File: src/rtl/ibex_shadow_stack_ring.sv
// ----------------------------------------------------------------------------
// ibex_shadow_stack_ring
//
// Circular return-address shadow stack. Call retirement pushes the return
// address; return retirement compares the actual target against the top
// entry and pops it. Supports push+pop in the same cycle (top replacement),
// an optional overwrite-oldest policy when full, a registered one-cycle
// error pulse with code, and sticky status bits cleared by software.
//
// Ports:
//   clk_i        clock
//   rst_i        synchronous reset, active-high
//   en_i         block enable (gates push_i/pop_i only)
//   push_i       call retired, store push_data_i
//   push_data_i  return address to save
//   pop_i        return retired, compare pop_data_i against top
//   pop_data_i   actual return target
//   clr_i        clears sticky status
//   flush_i      empties the stack
//   top_o        current top entry (0 when empty)
//   count_o      occupancy
//   err_o        one-cycle registered error pulse
//   err_code_o   0 none, 1 mismatch, 2 overflow, 3 underflow
//   status_o     sticky {underflow, overflow, mismatch}
// ----------------------------------------------------------------------------
module ibex_shadow_stack_ring #(
    parameter int          DataWidth  = 32,
    parameter int          Depth      = 16,
    parameter logic        WrapOnFull = 1'b0,
    localparam int         CntW       = $clog2(Depth + 1)
) (
    input  logic                 clk_i,
    input  logic                 rst_i,
    input  logic                 en_i,
    input  logic                 push_i,
    input  logic [DataWidth-1:0] push_data_i,
    input  logic                 pop_i,
    input  logic [DataWidth-1:0] pop_data_i,
    input  logic                 clr_i,
    input  logic                 flush_i,
    output logic [DataWidth-1:0] top_o,
    output logic [CntW-1:0]      count_o,
    output logic                 err_o,
    output logic [1:0]           err_code_o,
    output logic [2:0]           status_o
);

    localparam int HeadW = (Depth > 1) ? $clog2(Depth) : 1;
    localparam logic [HeadW-1:0] LastIdx = HeadW'(Depth - 1);
    localparam logic [CntW-1:0]  FullCnt = CntW'(Depth);

    typedef enum logic [1:0] {
        ERR_NONE      = 2'd0,
        ERR_MISMATCH  = 2'd1,
        ERR_OVERFLOW  = 2'd2,
        ERR_UNDERFLOW = 2'd3
    } err_code_e;

    logic [DataWidth-1:0] mem [Depth];

    logic [HeadW-1:0] head, head_n;
    logic [CntW-1:0]  count, count_n;
    logic             lost, lost_n;
    logic             err, err_n;
    err_code_e        err_code, err_code_n;
    logic [2:0]       status, status_n;

    logic [HeadW-1:0]     head_inc;
    logic [HeadW-1:0]     head_dec;
    logic [DataWidth-1:0] top_entry;
    logic                 empty;
    logic                 full;
    logic                 mem_we;
    logic [HeadW-1:0]     mem_waddr;

    // Head wraps by explicit compare so non-power-of-two depths work.
    assign head_inc  = (head == LastIdx) ? '0 : head + 1'b1;
    assign head_dec  = (head == '0) ? LastIdx : head - 1'b1;
    assign top_entry = mem[head_dec];
    assign empty     = (count == '0);
    assign full      = (count == FullCnt);

    assign top_o      = empty ? '0 : top_entry;
    assign count_o    = count;
    assign err_o      = err;
    assign err_code_o = err_code;
    assign status_o   = status;

    always_comb begin
        count_n    = count;
        head_n     = head;
        lost_n     = lost;
        err_n      = 1'b0;
        err_code_n = ERR_NONE;
        mem_we     = 1'b0;
        mem_waddr  = head;

        if (flush_i) begin
            count_n = '0;
            head_n  = '0;
            lost_n  = 1'b0;
        end else if (en_i) begin
            if (push_i && pop_i) begin
                if (!empty) begin
                    // Swap: check the return, then replace the top in place.
                    if (top_entry != pop_data_i) begin
                        err_n      = 1'b1;
                        err_code_n = ERR_MISMATCH;
                    end
                    mem_we    = 1'b1;
                    mem_waddr = head_dec;
                end else begin
                    // Pop on empty followed by an ordinary push.
                    if (!lost) begin
                        err_n      = 1'b1;
                        err_code_n = ERR_UNDERFLOW;
                    end
                    mem_we  = 1'b1;
                    head_n  = head_inc;
                    count_n = CntW'(1);
                end
            end else if (push_i) begin
                if (!full) begin
                    mem_we  = 1'b1;
                    head_n  = head_inc;
                    count_n = count + CntW'(1);
                end else if (WrapOnFull) begin
                    // When full, head points at the oldest entry.
                    mem_we = 1'b1;
                    head_n = head_inc;
                    lost_n = 1'b1;
                end else begin
                    err_n      = 1'b1;
                    err_code_n = ERR_OVERFLOW;
                end
            end else if (pop_i) begin
                if (!empty) begin
                    if (top_entry != pop_data_i) begin
                        err_n      = 1'b1;
                        err_code_n = ERR_MISMATCH;
                    end
                    head_n  = head_dec;
                    count_n = count - CntW'(1);
                end else if (!lost) begin
                    err_n      = 1'b1;
                    err_code_n = ERR_UNDERFLOW;
                end
            end
        end

        // A new error's bit wins over a coincident clear.
        status_n = clr_i ? 3'b000 : status;
        case (err_code_n)
            ERR_MISMATCH:  status_n[0] = 1'b1;
            ERR_OVERFLOW:  status_n[1] = 1'b1;
            ERR_UNDERFLOW: status_n[2] = 1'b1;
            default:       ;
        endcase
    end

    always_ff @(posedge clk_i) begin
        if (rst_i) begin
            count    <= '0;
            head     <= '0;
            lost     <= 1'b0;
            err      <= 1'b0;
            err_code <= ERR_NONE;
            status   <= 3'b000;
        end else begin
            count    <= count_n;
            head     <= head_n;
            lost     <= lost_n;
            err      <= err_n;
            err_code <= err_code_n;
            status   <= status_n;
        end
    end

    // Storage is deliberately not reset; writes are dropped during reset.
    always_ff @(posedge clk_i) begin
        if (!rst_i && mem_we) begin
            mem[mem_waddr] <= push_data_i;
        end
    end

endmodule

File: config.mk
export PLATFORM = sky130hd
export DESIGN_NAME = ibex_shadow_stack_ring
export DESIGN_NICKNAME = d
export VERILOG_FILES = /design/src/rtl/ibex_shadow_stack_ring.sv
export SDC_FILE = /design/constraint.sdc
export NUM_CORES = 1
export LEC_CHECK = 0
export BUFFER_PORTS_ARGS = -buffer_cell sky130_fd_sc_hd__clkbuf_2
export CAP_MARGIN = 20
export CORE_MARGIN = 4
export CORE_UTILIZATION = 44
export CTS_CLUSTER_SIZE = 28
export DETAILED_ROUTE_END_ITERATION = 10
export HOLD_SLACK_MARGIN = 0.02
export PLACE_DENSITY = 0.67
export SLEW_MARGIN = 20
export SYNTH_ARGS = -nofsm -noshare
export SYNTH_HDL_FRONTEND = slang
export SYNTH_SLANG_ARGS = --single-unit
File: constraint.sdc
create_clock -name clk_i -period 10.2 [get_ports clk_i]
set_input_delay 0.51 -clock clk_i [delete_from_list [all_inputs] [get_ports clk_i]]
set_output_delay 0.51 -clock clk_i [all_outputs]
set_load 0.005 [all_outputs]
==> results.py <==
metrics = {
    "drt": {
        "drc": 0,
        "wl_um": 69800,
        "routedWlPerCell_um": 29.5,
        "drt-initial-drc-count": 2401,
        "ant_nets": 0,
        "viasPerCell": 6.45,
        "first_pass_iters": 6,
        "vias": 15247,
    },
    "layout": {
        "synthToLayoutAreaGrowth_pct": 13.7,
        "drive_above_1_share": 0.207,
        "diodes": 0,
        "layout_commonest_cell": "edfxtp_1",
        "most-common-layout-cells": "512 x edfxtp_1, 113 x clkbuf_2, 85 x nand2_1, 75 x mux2i_1, 71 x a21oi_1",
        "fill_cells": 4301,
        "nets": 1718,
    },
    "critical_path": {
        "slowest_stage": "or3b_1",
        "cp_common_cell": "a22o_1",
        "worstPathMaxFanout": 75,
        "path_cells": "inv_1 -> ha_4 -> or3b_1 -> buf_4 -> nand2_8 -> mux4_2 -> a22o_1 -> or3_1 -> a211oi_1 -> o2111ai_1 -> nor4_1 -> a21oi_1 -> a22o_1",
        "worst_path_largest_cell_delay_ps": 850,
        "worstSetupEndpointType": "flip-flop",
        "cp.required_ps": 10690,
        "critPathArrivalTime_ps": 6580,
        "worstSetupStartpointType": "flip-flop",
        "crit_type": "reg -> reg",
    },
    "clock_tree": {
        "clk_latency_ps": 620,
        "clkSinkCount": 527,
        "cts_root_buf": "clkbuf_16",
        "path_clk_slew_ps": 60,
        "post_cts_buffers": 0,
        "cts_tree": "yes",
        "ctsLongestPathBuffers": 3,
        "cts_resized": 0,
        "cts_hold_buffers": 0,
        "numCtsBuffers": 53,
        "cts_max_level": 2,
    },
    "timing": {
        "min_period_ps": 6090,
        "finalClockSkew_ps": 20.8,
        "finalCritPeriodShare": 0.597,
        "relSlewSlack": 0.252,
        "tightest_slew_ps": 1120,
        "setup_viol": 0,
        "rsz0062_at_grt": "false",
        "slew_viol_final": 0,
        "tns_ps": 0,
        "max_freq_mhz": 164,
        "hold_viol": 0,
    },
    "floorplanning": {
        "io_pins": 114,
        "row_count": 83,
        "core_area_sq_mm": 0.0515,
        "die-area_sq_mm": 0.0560,
        "die_h_um": 237,
        "die_w_um": 237,
        "initial_core_util": 0.446,
    },
    "placed_design": {
        "gp_congestion": 0.886,
        "io_buffers": 113,
        "hpwl_um": 41100,
    },
    "power_and_ir_drop": {
        "power.density_mw_per_mm2": 179,
        "leakagePower_uw": 0.00864,
        "peakVddDrop_mv": 0.139,
        "power_uw": 4690,
    },
    "outcome": {
        "status": "complete, no violations",
    },
    "grt": {
        "grt_pass1_wl_um": 101000,
        "grt_max_degree": 76,
        "gr-usage-all-layers": 0.244,
        "grt_antenna_before_repair": 2,
        "grt_pass1_vias": 14795,
        "overflow": 0,
    },
    "logic_synthesis": {
        "syn_inst": 1539,
        "synth_ff_type": "edfxtp_1",
        "syn_nets": 1616,
        "yosysWarnings": 0,
        "yosysUniqueCellTypes": 86,
        "synthArstFlopShare": 0,
        "syn_area_sq_mm": 0.0230,
        "synth_seq_area_share": 0.682,
        "postSynthRegisterBits": 527,
        "syn-mean-instance-area_sq_um": 14.9,
        "synth-edff-count": 512,
    },
    "flow_run": {
        "maxCapViolations": 0,
    },
    "min_path": {
        "hold_path_class": "in -> reg",
    },
}
[routing by layer]
metal	track usage	wire length (um)	up-vias
met4	0.100	3280	4
li1	-	-	6422
met2	0.374	31600	1055
met1	0.337	26800	7565
met5	0	34	-
met3	0.0570	8080	201
[power by group]
part	switching, uW	total [uW]	leakage [uW]	internal (uW)
clock network	827	1960	0.000848	1130
registers	4.40	2380	0.00473	2380
logic	237	344	0.00307	107
total	1070	4690	0.00864	3620
[kinds of logic (layout without fill, tap and decap cells)]
group,Yosys count,after routing,synth area share
multiplexers,150,150,0.0895
buffers and inverters,126,270,0.0259
AND/OR/NAND/NOR,339,339,0.0751
flip-flops,527,527,0.682
adder cells (fa/ha/maj),6,6,0.00359
AO/OA/AOI/OAI,375,375,0.117
XOR/XNOR,16,16,0.00642
[Yosys cell counts, types with 10 or more instances]
cell type  instances  share of area
a22o_1            11         0.0042
a21o_1            10         0.0033
a31oi_1           17         0.0046
o31ai_1           14         0.0046
o21ai_0           42         0.0091
mux2i_1           75          0.033
nand2b_1          14         0.0038
nor2b_1           13         0.0035
inv_1             17         0.0028
mux2_2            34          0.017
nor3_1            23         0.0050
a211oi_1          36          0.012
nor2_1            71          0.012
o22ai_1           16         0.0044
a221o_1           11         0.0048
mux4_2            41          0.040
a311oi_1          11         0.0042
a22oi_1           14         0.0046
clkbuf_1          51         0.0083
dfxtp_1           15          0.013
and3_1            39          0.011
a21oi_1           73          0.016
nand3_1           38         0.0083
buf_1             15         0.0024
a221oi_1          19         0.0072
nand2_1           85          0.014
edfxtp_1         512           0.67
buf_2             30         0.0065
[worst paths after layout]
check / start / to / slack, ps / cells past startpoint
min: rst_i / status_o[1] / 160 / 2
max reg2reg: head[0] / status_o[0] / 4110 / 13
max: head[0] / status_o[0] / 4110 / 13
min reg2reg: status_o[2] / status_o[2] / 460 / 2
[state kept, by name, summed over array words and instances, names as in the netlist]
signal and flops:
mem 512, err_o 1, head 4, status_o 3
err_code_o 2, count_o 5
[area by class of cell]
type	instances	area, sq um	area share
clock buffer	61	1360	0.0519
clock inverter	36	393	0.0150
sequential	527	15700	0.600
tap	680	851	0.0326
inverter	19	72.6	0.00278
multi-input combinational	886	6910	0.264
timing repair buffer	154	873	0.0334
[worst max-delay path: cells and delay by family, from the launching register on]
family	cells	cell delay (ps)
AND/OR/NAND/NOR	4	1980
multiplexers	1	670
flip-flops	1	670
buffers and inverters	2	660
AO/OA/AOI/OAI	5	1510
adder cells (fa/ha/maj)	1	350
[through the flow]
stage,hold slack (ps),worst slack (ps),cell area (sq um),util,std cells
floorplan,449,5280,23000,-,1539
global placement,452,4390,24400,0.473,2265
detailed placement,455,4250,24400,0.473,2266
CTS,134,4210,26100,0.507,2363
global route,178,3910,26100,0.507,2363
finish,162,4110,26100,0.507,2363
(Power assumes the default switching activity.)
